File: config.mk
export PLATFORM = sky130hd
export DESIGN_NAME = brc_pred_ctrl
export DESIGN_NICKNAME = d
export VERILOG_FILES = /design/src/rtl/brc_pred_ctrl.sv
export SDC_FILE = /design/constraint.sdc
export NUM_CORES = 2
export LEC_CHECK = 0
export CAP_MARGIN = 20
export CELL_PAD_IN_SITES_DETAIL_PLACEMENT = 0
export CELL_PAD_IN_SITES_GLOBAL_PLACEMENT = 1
export CORE_AREA = 2 2 403 405
export DETAILED_ROUTE_END_ITERATION = 8
export DIE_AREA = 0 0 405 407
export PLACE_DENSITY_LB_ADDON = 0.12
export SETUP_SLACK_MARGIN = 0.4
export SLEW_MARGIN = 10
export SYNTH_ARGS = -nofsm -noshare
export SYNTH_HDL_FRONTEND = slang
export SYNTH_SLANG_ARGS = --single-unit
File: constraint.sdc
create_clock -name clk -period 19.2 [get_ports clk]
set_input_delay 3.84 -clock clk [delete_from_list [all_inputs] [get_ports clk]]
set_output_delay 3.84 -clock clk [all_outputs]
set_load 0.01 [all_outputs]
File: src/rtl/brc_pred_ctrl.sv
// Branch prediction (direct-mapped BTB, 2-bit counters) and EX-side mispredict
// redirect controller. Redirects are held until IF accepts them; flush pulses once.
module brc_pred_ctrl #(
    parameter int XLEN        = 64,
    parameter int BTB_ENTRIES = 16,
    parameter int TAG_W       = 8
) (
    input  logic            clk,
    input  logic            rst_n,
    input  logic [XLEN-1:0] if_pc_i,
    output logic            if_pred_taken_o,
    output logic [XLEN-1:0] if_pred_pc_o,
    input  logic            ex_valid_i,
    input  logic            ex_stall_i,
    input  logic [XLEN-1:0] ex_pc_i,
    input  logic            ex_is_brc_i,
    input  logic            ex_is_jal_i,
    input  logic            ex_is_jalr_i,
    input  logic            ex_is_jump_i,
    input  logic [XLEN-1:0] ex_brc_pc_i,
    input  logic            ex_pred_taken_i,
    input  logic [XLEN-1:0] ex_pred_pc_i,
    output logic            redirect_valid_o,
    output logic [XLEN-1:0] redirect_pc_o,
    input  logic            redirect_ready_i,
    output logic            flush_o,
    output logic [31:0]     mispred_cnt_o,
    output logic            dbg_state_o
);

    localparam int IDX_W = $clog2(BTB_ENTRIES);

    typedef enum logic {IDLE = 1'b0, REDIR = 1'b1} state_t;

    state_t state_q, state_d;
    logic            redir_valid_q, redir_valid_d;
    logic [XLEN-1:0] redir_pc_q, redir_pc_d;
    logic            flush_q, flush_d;
    logic [31:0]     cnt_q, cnt_d;

    logic [BTB_ENTRIES-1:0] valid_q;
    logic [TAG_W-1:0]       tag_q    [BTB_ENTRIES];
    logic [XLEN-1:0]        target_q [BTB_ENTRIES];
    logic [1:0]             ctr_q    [BTB_ENTRIES];

    logic [IDX_W-1:0] if_idx, ex_idx;
    logic [TAG_W-1:0] if_tag, ex_tag;
    logic             if_hit, ex_hit;

    assign if_idx = if_pc_i[IDX_W+1:2];
    assign if_tag = if_pc_i[TAG_W+IDX_W+1:IDX_W+2];
    assign ex_idx = ex_pc_i[IDX_W+1:2];
    assign ex_tag = ex_pc_i[TAG_W+IDX_W+1:IDX_W+2];

    assign if_hit = valid_q[if_idx] && (tag_q[if_idx] == if_tag);
    assign ex_hit = valid_q[ex_idx] && (tag_q[ex_idx] == ex_tag);

    // Fetch-side lookup reads only registered state, so same-cycle writes are not bypassed.
    assign if_pred_taken_o = if_hit && ctr_q[if_idx][1];
    assign if_pred_pc_o    = if_pred_taken_o ? target_q[if_idx] : if_pc_i + XLEN'(4);

    logic            resolve, is_ctrl, taken, mispred;
    logic [XLEN-1:0] actual_pc;

    assign resolve   = ex_valid_i && !ex_stall_i && (state_q == IDLE);
    assign is_ctrl   = ex_is_brc_i || ex_is_jal_i || ex_is_jalr_i;
    assign taken     = ex_is_jal_i || ex_is_jalr_i || (ex_is_brc_i && ex_is_jump_i);
    assign actual_pc = taken ? ex_brc_pc_i : ex_pc_i + XLEN'(4);
    assign mispred   = (taken != ex_pred_taken_i) || (taken && (ex_pred_pc_i != ex_brc_pc_i));

    logic            wr_en, wr_valid;
    logic [TAG_W-1:0] wr_tag;
    logic [XLEN-1:0] wr_target;
    logic [1:0]      wr_ctr;

    always_comb begin
        wr_en     = 1'b0;
        wr_valid  = valid_q[ex_idx];
        wr_tag    = tag_q[ex_idx];
        wr_target = target_q[ex_idx];
        wr_ctr    = ctr_q[ex_idx];
        if (resolve) begin
            if (is_ctrl) begin
                if (ex_hit) begin
                    wr_en = 1'b1;
                    if (taken) begin
                        wr_target = ex_brc_pc_i;
                        if (wr_ctr != 2'd3) wr_ctr = wr_ctr + 2'd1;
                    end else if (wr_ctr != 2'd0) begin
                        wr_ctr = wr_ctr - 2'd1;
                    end
                end else if (taken) begin
                    wr_en     = 1'b1;
                    wr_valid  = 1'b1;
                    wr_tag    = ex_tag;
                    wr_target = ex_brc_pc_i;
                    wr_ctr    = 2'd2;
                end
            end else if (ex_hit) begin
                // A non-branch matching an entry means the entry aliases; drop it.
                wr_en    = 1'b1;
                wr_valid = 1'b0;
            end
        end
    end

    always_ff @(posedge clk) begin
        if (!rst_n) begin
            valid_q <= '0;
            for (int i = 0; i < BTB_ENTRIES; i++) begin
                tag_q[i]    <= '0;
                target_q[i] <= '0;
                ctr_q[i]    <= 2'd0;
            end
        end else if (wr_en) begin
            valid_q[ex_idx]  <= wr_valid;
            tag_q[ex_idx]    <= wr_tag;
            target_q[ex_idx] <= wr_target;
            ctr_q[ex_idx]    <= wr_ctr;
        end
    end

    always_comb begin
        state_d       = state_q;
        redir_valid_d = redir_valid_q;
        redir_pc_d    = redir_pc_q;
        flush_d       = 1'b0;
        cnt_d         = cnt_q;
        case (state_q)
            IDLE: begin
                if (resolve && mispred) begin
                    state_d       = REDIR;
                    redir_valid_d = 1'b1;
                    redir_pc_d    = actual_pc;
                    flush_d       = 1'b1;
                    cnt_d         = cnt_q + 32'd1;
                end
            end
            REDIR: begin
                if (redirect_ready_i) begin
                    state_d       = IDLE;
                    redir_valid_d = 1'b0;
                end
            end
            default: state_d = IDLE;
        endcase
    end

    always_ff @(posedge clk) begin
        if (!rst_n) begin
            state_q       <= IDLE;
            redir_valid_q <= 1'b0;
            redir_pc_q    <= '0;
            flush_q       <= 1'b0;
            cnt_q         <= '0;
        end else begin
            state_q       <= state_d;
            redir_valid_q <= redir_valid_d;
            redir_pc_q    <= redir_pc_d;
            flush_q       <= flush_d;
            cnt_q         <= cnt_d;
        end
    end

    assign redirect_valid_o = redir_valid_q;
    assign redirect_pc_o    = redir_pc_q;
    assign flush_o          = flush_q;
    assign mispred_cnt_o    = cnt_q;
    assign dbg_state_o      = state_q;

endmodule
==> impl_metrics.sql <==
INSERT INTO impl_metrics (metric_group, metric, value, unit) VALUES
('synthesis', 'synthDistinctLibCells', '67', ''),
('cells_and_area', 'areaGrowthSynthToFinish', '16.9', '%'),
('worst_setup_path', 'setup.worst_path.start', 'if_pc_i[4]', ''),
('run_status', 'status', 'complete, no violations', ''),
('power', 'p_leak', '27.2', 'nW'),
('timing', 'period_needed', '13080', 'ps'),
('synthesis', 'largest_area_contributor_in_the_netlist', 'edfxtp_1', ''),
('synthesis', 'syn_inst', '4575', ''),
('worst_setup_path', 'timing.critical_path.arrival', '9240', 'ps'),
('timing', 'tightestPinTransition', '1210', 'ps'),
('synthesis', 'synthTopCellsByArea', 'edfxtp_1 (56%), mux4_2 (14%), and2_1 (7.6%)', ''),
('synthesis', 'yosys.area_share.adder', '0.117', '%'),
('global_route', 'antenna_found_initial', '33', ''),
('global_route', 'first_pass_grt_wire_length', '328000', 'um'),
('worst_setup_path', 'worst_setup_path_start_kind', 'input pin', ''),
('clocking', 'max-clock-path-buffers', '3', ''),
('clocking', 'clockRootBuffer', 'clkbuf_16', ''),
('job', 'maxCapViolations', '0', ''),
('synthesis', 'synth-xor-area-share', '2.82', '%'),
('synthesis', 'combinational_family_with_the_most_area_after_synthesis', 'multiplexers', ''),
('die', 'core_region_area', '160000', 'sq um'),
('worst_setup_path', 'slowest_stage', 'buf_4', ''),
('cells_and_area', 'stdcell_count', '7088', ''),
('worst_setup_path', 'crit_family', 'buffers and inverters', ''),
('timing', 'slew-limit-headroom', '19.2', '%'),
('worst_setup_path', 'critical_path.cell_chain', 'buf_6 > buf_4 > buf_4 > mux4_2 > nor2b_1 > a211oi_1 > a21oi_1 > xor2_1 > or4b_4 > buf_4 > mux2i_1 > clkdlybuf4s50_1', ''),
('synthesis', 'postSynthNetCount', '4847', ''),
('synthesis', 'yosys.area.top_type_share', '55.6', '%'),
('timing', 'hold_viol', '0', ''),
('clocking', 'holdBufCountCts', '0', ''),
('die', 'die_h', '407', 'um'),
('synthesis', 'post_synth_and_or_nand_nor_area_fraction', '16.2', '%'),
('routing', 'route.vias.total', '40900', ''),
('worst_setup_path', 'crit_cells', '12', ''),
('worst_setup_path', 'cpMostUsedCell', 'buf_4', ''),
('timing', 'setup_viol', '0', ''),
('worst_setup_path', 'worstSetupEndpoint', 'if_pred_pc_o[2]', ''),
('placed_design', 'portBuffers', '429', ''),
('global_route', 'maximum_number_of_pins_on_one_net_before_global_route_repair', '108', ''),
('synthesis', 'synth-seq-area-share', '59.2', '%'),
('clocking', 'clock-sinks', '1299', ''),
('routing', 'drc', '0', ''),
('global_route', 'grtUsageTotal', '28.7', '%'),
('synthesis', 'synth_compound_gate_area_share', '2.08', '%'),
('placed_design', 'placed_cells', '6818', ''),
('timing', 'slew_viol_final', '0', ''),
('clocking', 'clk_transition_reported_paths', '50', 'ps'),
('timing', 'clock_skew', '18.3', 'ps'),
('cells_and_area', 'fill_count', '14000', ''),
('die', 'die_area', '165000', 'sq um'),
('worst_setup_path', 'capture_point_of_the_worst_reg_to_reg_path', 'target_q[13][15]$_SDFFCE_PN0P_', ''),
('synthesis', 'yosys.cell_count.top_type', 'edfxtp_1', ''),
('clocking', 'number_of_buffers_created_by_cts', '147', ''),
('worst_setup_path', 'worst-path-max-fanout', '35', ''),
('die', 'num_io_pins', '430', ''),
('timing', 'grt_setup_unrepaired', 'false', ''),
('synthesis', 'async_reset_ff_share', '0', '%'),
('worst_setup_path', 'reg2reg_depth', '10', ''),
('global_route', 'grt_pass1_vias', '41200', ''),
('routing', 'routed_wire_length_per_instance', '33.4', 'um'),
('placed_design', 'gp_congestion', '0.877', ''),
('worst_hold_path', 'timing.hold.worst.class', 'register to register', ''),
('worst_setup_path', 'regToRegSetupSlack', '13650', 'ps'),
('clocking', 'post_cts_buffers', '0', ''),
('worst_setup_path', 'timing.critical_path.to_type', 'output port', ''),
('timing', 'timing.hold.ws', '450', 'ps'),
('cells_and_area', 'drive_gt1_share', '17.0', '%'),
('worst_setup_path', 'cp.buffers_inverters', '5', ''),
('worst_setup_path', 'worstPathRequired', '15360', 'ps'),
('timing', 'totalNegativeSetupSlack', '0', 'ps'),
('die', 'die_w', '405', 'um');
[layout by cell type, fill, tap and decap left out, types with 7 or more instances in the layout]
master	n
dfxtp_1	115
nand2_1	176
and2_1	778
o21ai_0	36
mux2_4	59
mux2i_1	62
edfxtp_1	1184
clkdlybuf4s50_1	421
nand2b_4	12
clkinv_1	28
xnor2_1	147
mux4_2	396
a21oi_1	80
clkbuf_1	41
nor2_1	316
inv_1	34
clkbuf_16	153
nand4_1	54
nand2b_1	9
nor4_1	17
nand3_1	82
or3_1	12
clkinv_2	18
xor2_1	58
nand4_4	10
buf_4	106
nor2b_1	17
and3_1	273
a211o_1	35
mux2i_2	7
nor3_1	31
and3_4	16
and4_1	18
[power breakdown]
group	internal [mW]	total, mW	leakage, nW	switching, mW
sequential	3.19	3.23	13.0	0.0370
combinational	0.270	0.684	12.0	0.414
clock	1.53	2.71	2.20	1.18
[how the worst min path moves through the flow]
| stage | from | end | slack [ps] |
|---|---|---|---|
| 6_report | redirect_pc_o[9]$_SDFFE_PN0P_ | redirect_pc_o[9]$_SDFFE_PN0P_ | 450 |
| 5_1_grt | redirect_pc_o[6]$_SDFFE_PN0P_ | redirect_pc_o[6]$_SDFFE_PN0P_ | 470 |
| 4_1_cts | redirect_pc_o[9]$_SDFFE_PN0P_ | redirect_pc_o[9]$_SDFFE_PN0P_ | 450 |
| 3_5_place_dp | redirect_pc_o[9]$_SDFFE_PN0P_ | redirect_pc_o[9]$_SDFFE_PN0P_ | 440 |
| 3_3_place_gp | redirect_pc_o[15]$_SDFFE_PN0P_ | redirect_pc_o[15]$_SDFFE_PN0P_ | 440 |
| 2_1_floorplan | valid_q[14]$_SDFFE_PN0P_ | valid_q[14]$_SDFFE_PN0P_ | 450 |
[worst register-to-register path, cell delays in order (launching register included)]
cell     delay (ps)
dfxtp_1         360
nor3b_1         280
buf_4           210
nor2b_1         300
nand2_1         390
nor2_4          200
buf_4           850
buf_4           970
nand2_1         220
nand2_4         620
buf_4           720
[registers in the layout, indices dropped and copies added (netlist names)]
signal            flops
ctr_q                32
dbg_state_o           1
flush_o               1
mispred_cnt_o        32
redirect_pc_o        64
redirect_valid_o      1
tag_q               128
target_q           1024
valid_q              16
[cell type report]
cell class | instances | area (sq um) | share of cell area [%]
Tap cell | 2160 | 2700 | 3.61
Multi-Input combinational cell | 2788 | 24400 | 32.7
Clock buffer | 200 | 4050 | 5.41
Sequential cell | 1299 | 37900 | 50.6
Antenna cell | 6 | 15.0 | 0.0201
Timing Repair Buffer | 536 | 5130 | 6.85
Inverter | 37 | 140 | 0.187
Clock inverter | 62 | 473 | 0.632
[routing by layer]
layer	track usage [%]	up-vias	share of wire (%)	wire (um)
met5	0	-	0.015	35
met4	8.16	6	2.8	6560
met3	5.64	309	8.0	18900
met2	47.2	1821	48	114000
met1	38.8	21400	41	97400
li1	-	17400	-	-
[kinds of logic after synthesis]
family	count (synthesis)
simple gates	1843
compound gates	204
xor+xnor	206
flops	1299
fa+ha+maj	6
mux	529
buf+inv	488
[stage by stage]
stage	setup WS [ps]	util [%]	area, sq um	power, mW
finish	6120	46.7	74800	6.62
global route	5740	46.7	74800	6.81
CTS	6000	46.6	74700	6.67
detailed placement	6010	43.8	70200	3.98
global placement	6020	43.8	70200	3.97
floorplan	8800	-	64000	3.64
Power figures use the tool's default switching activity.
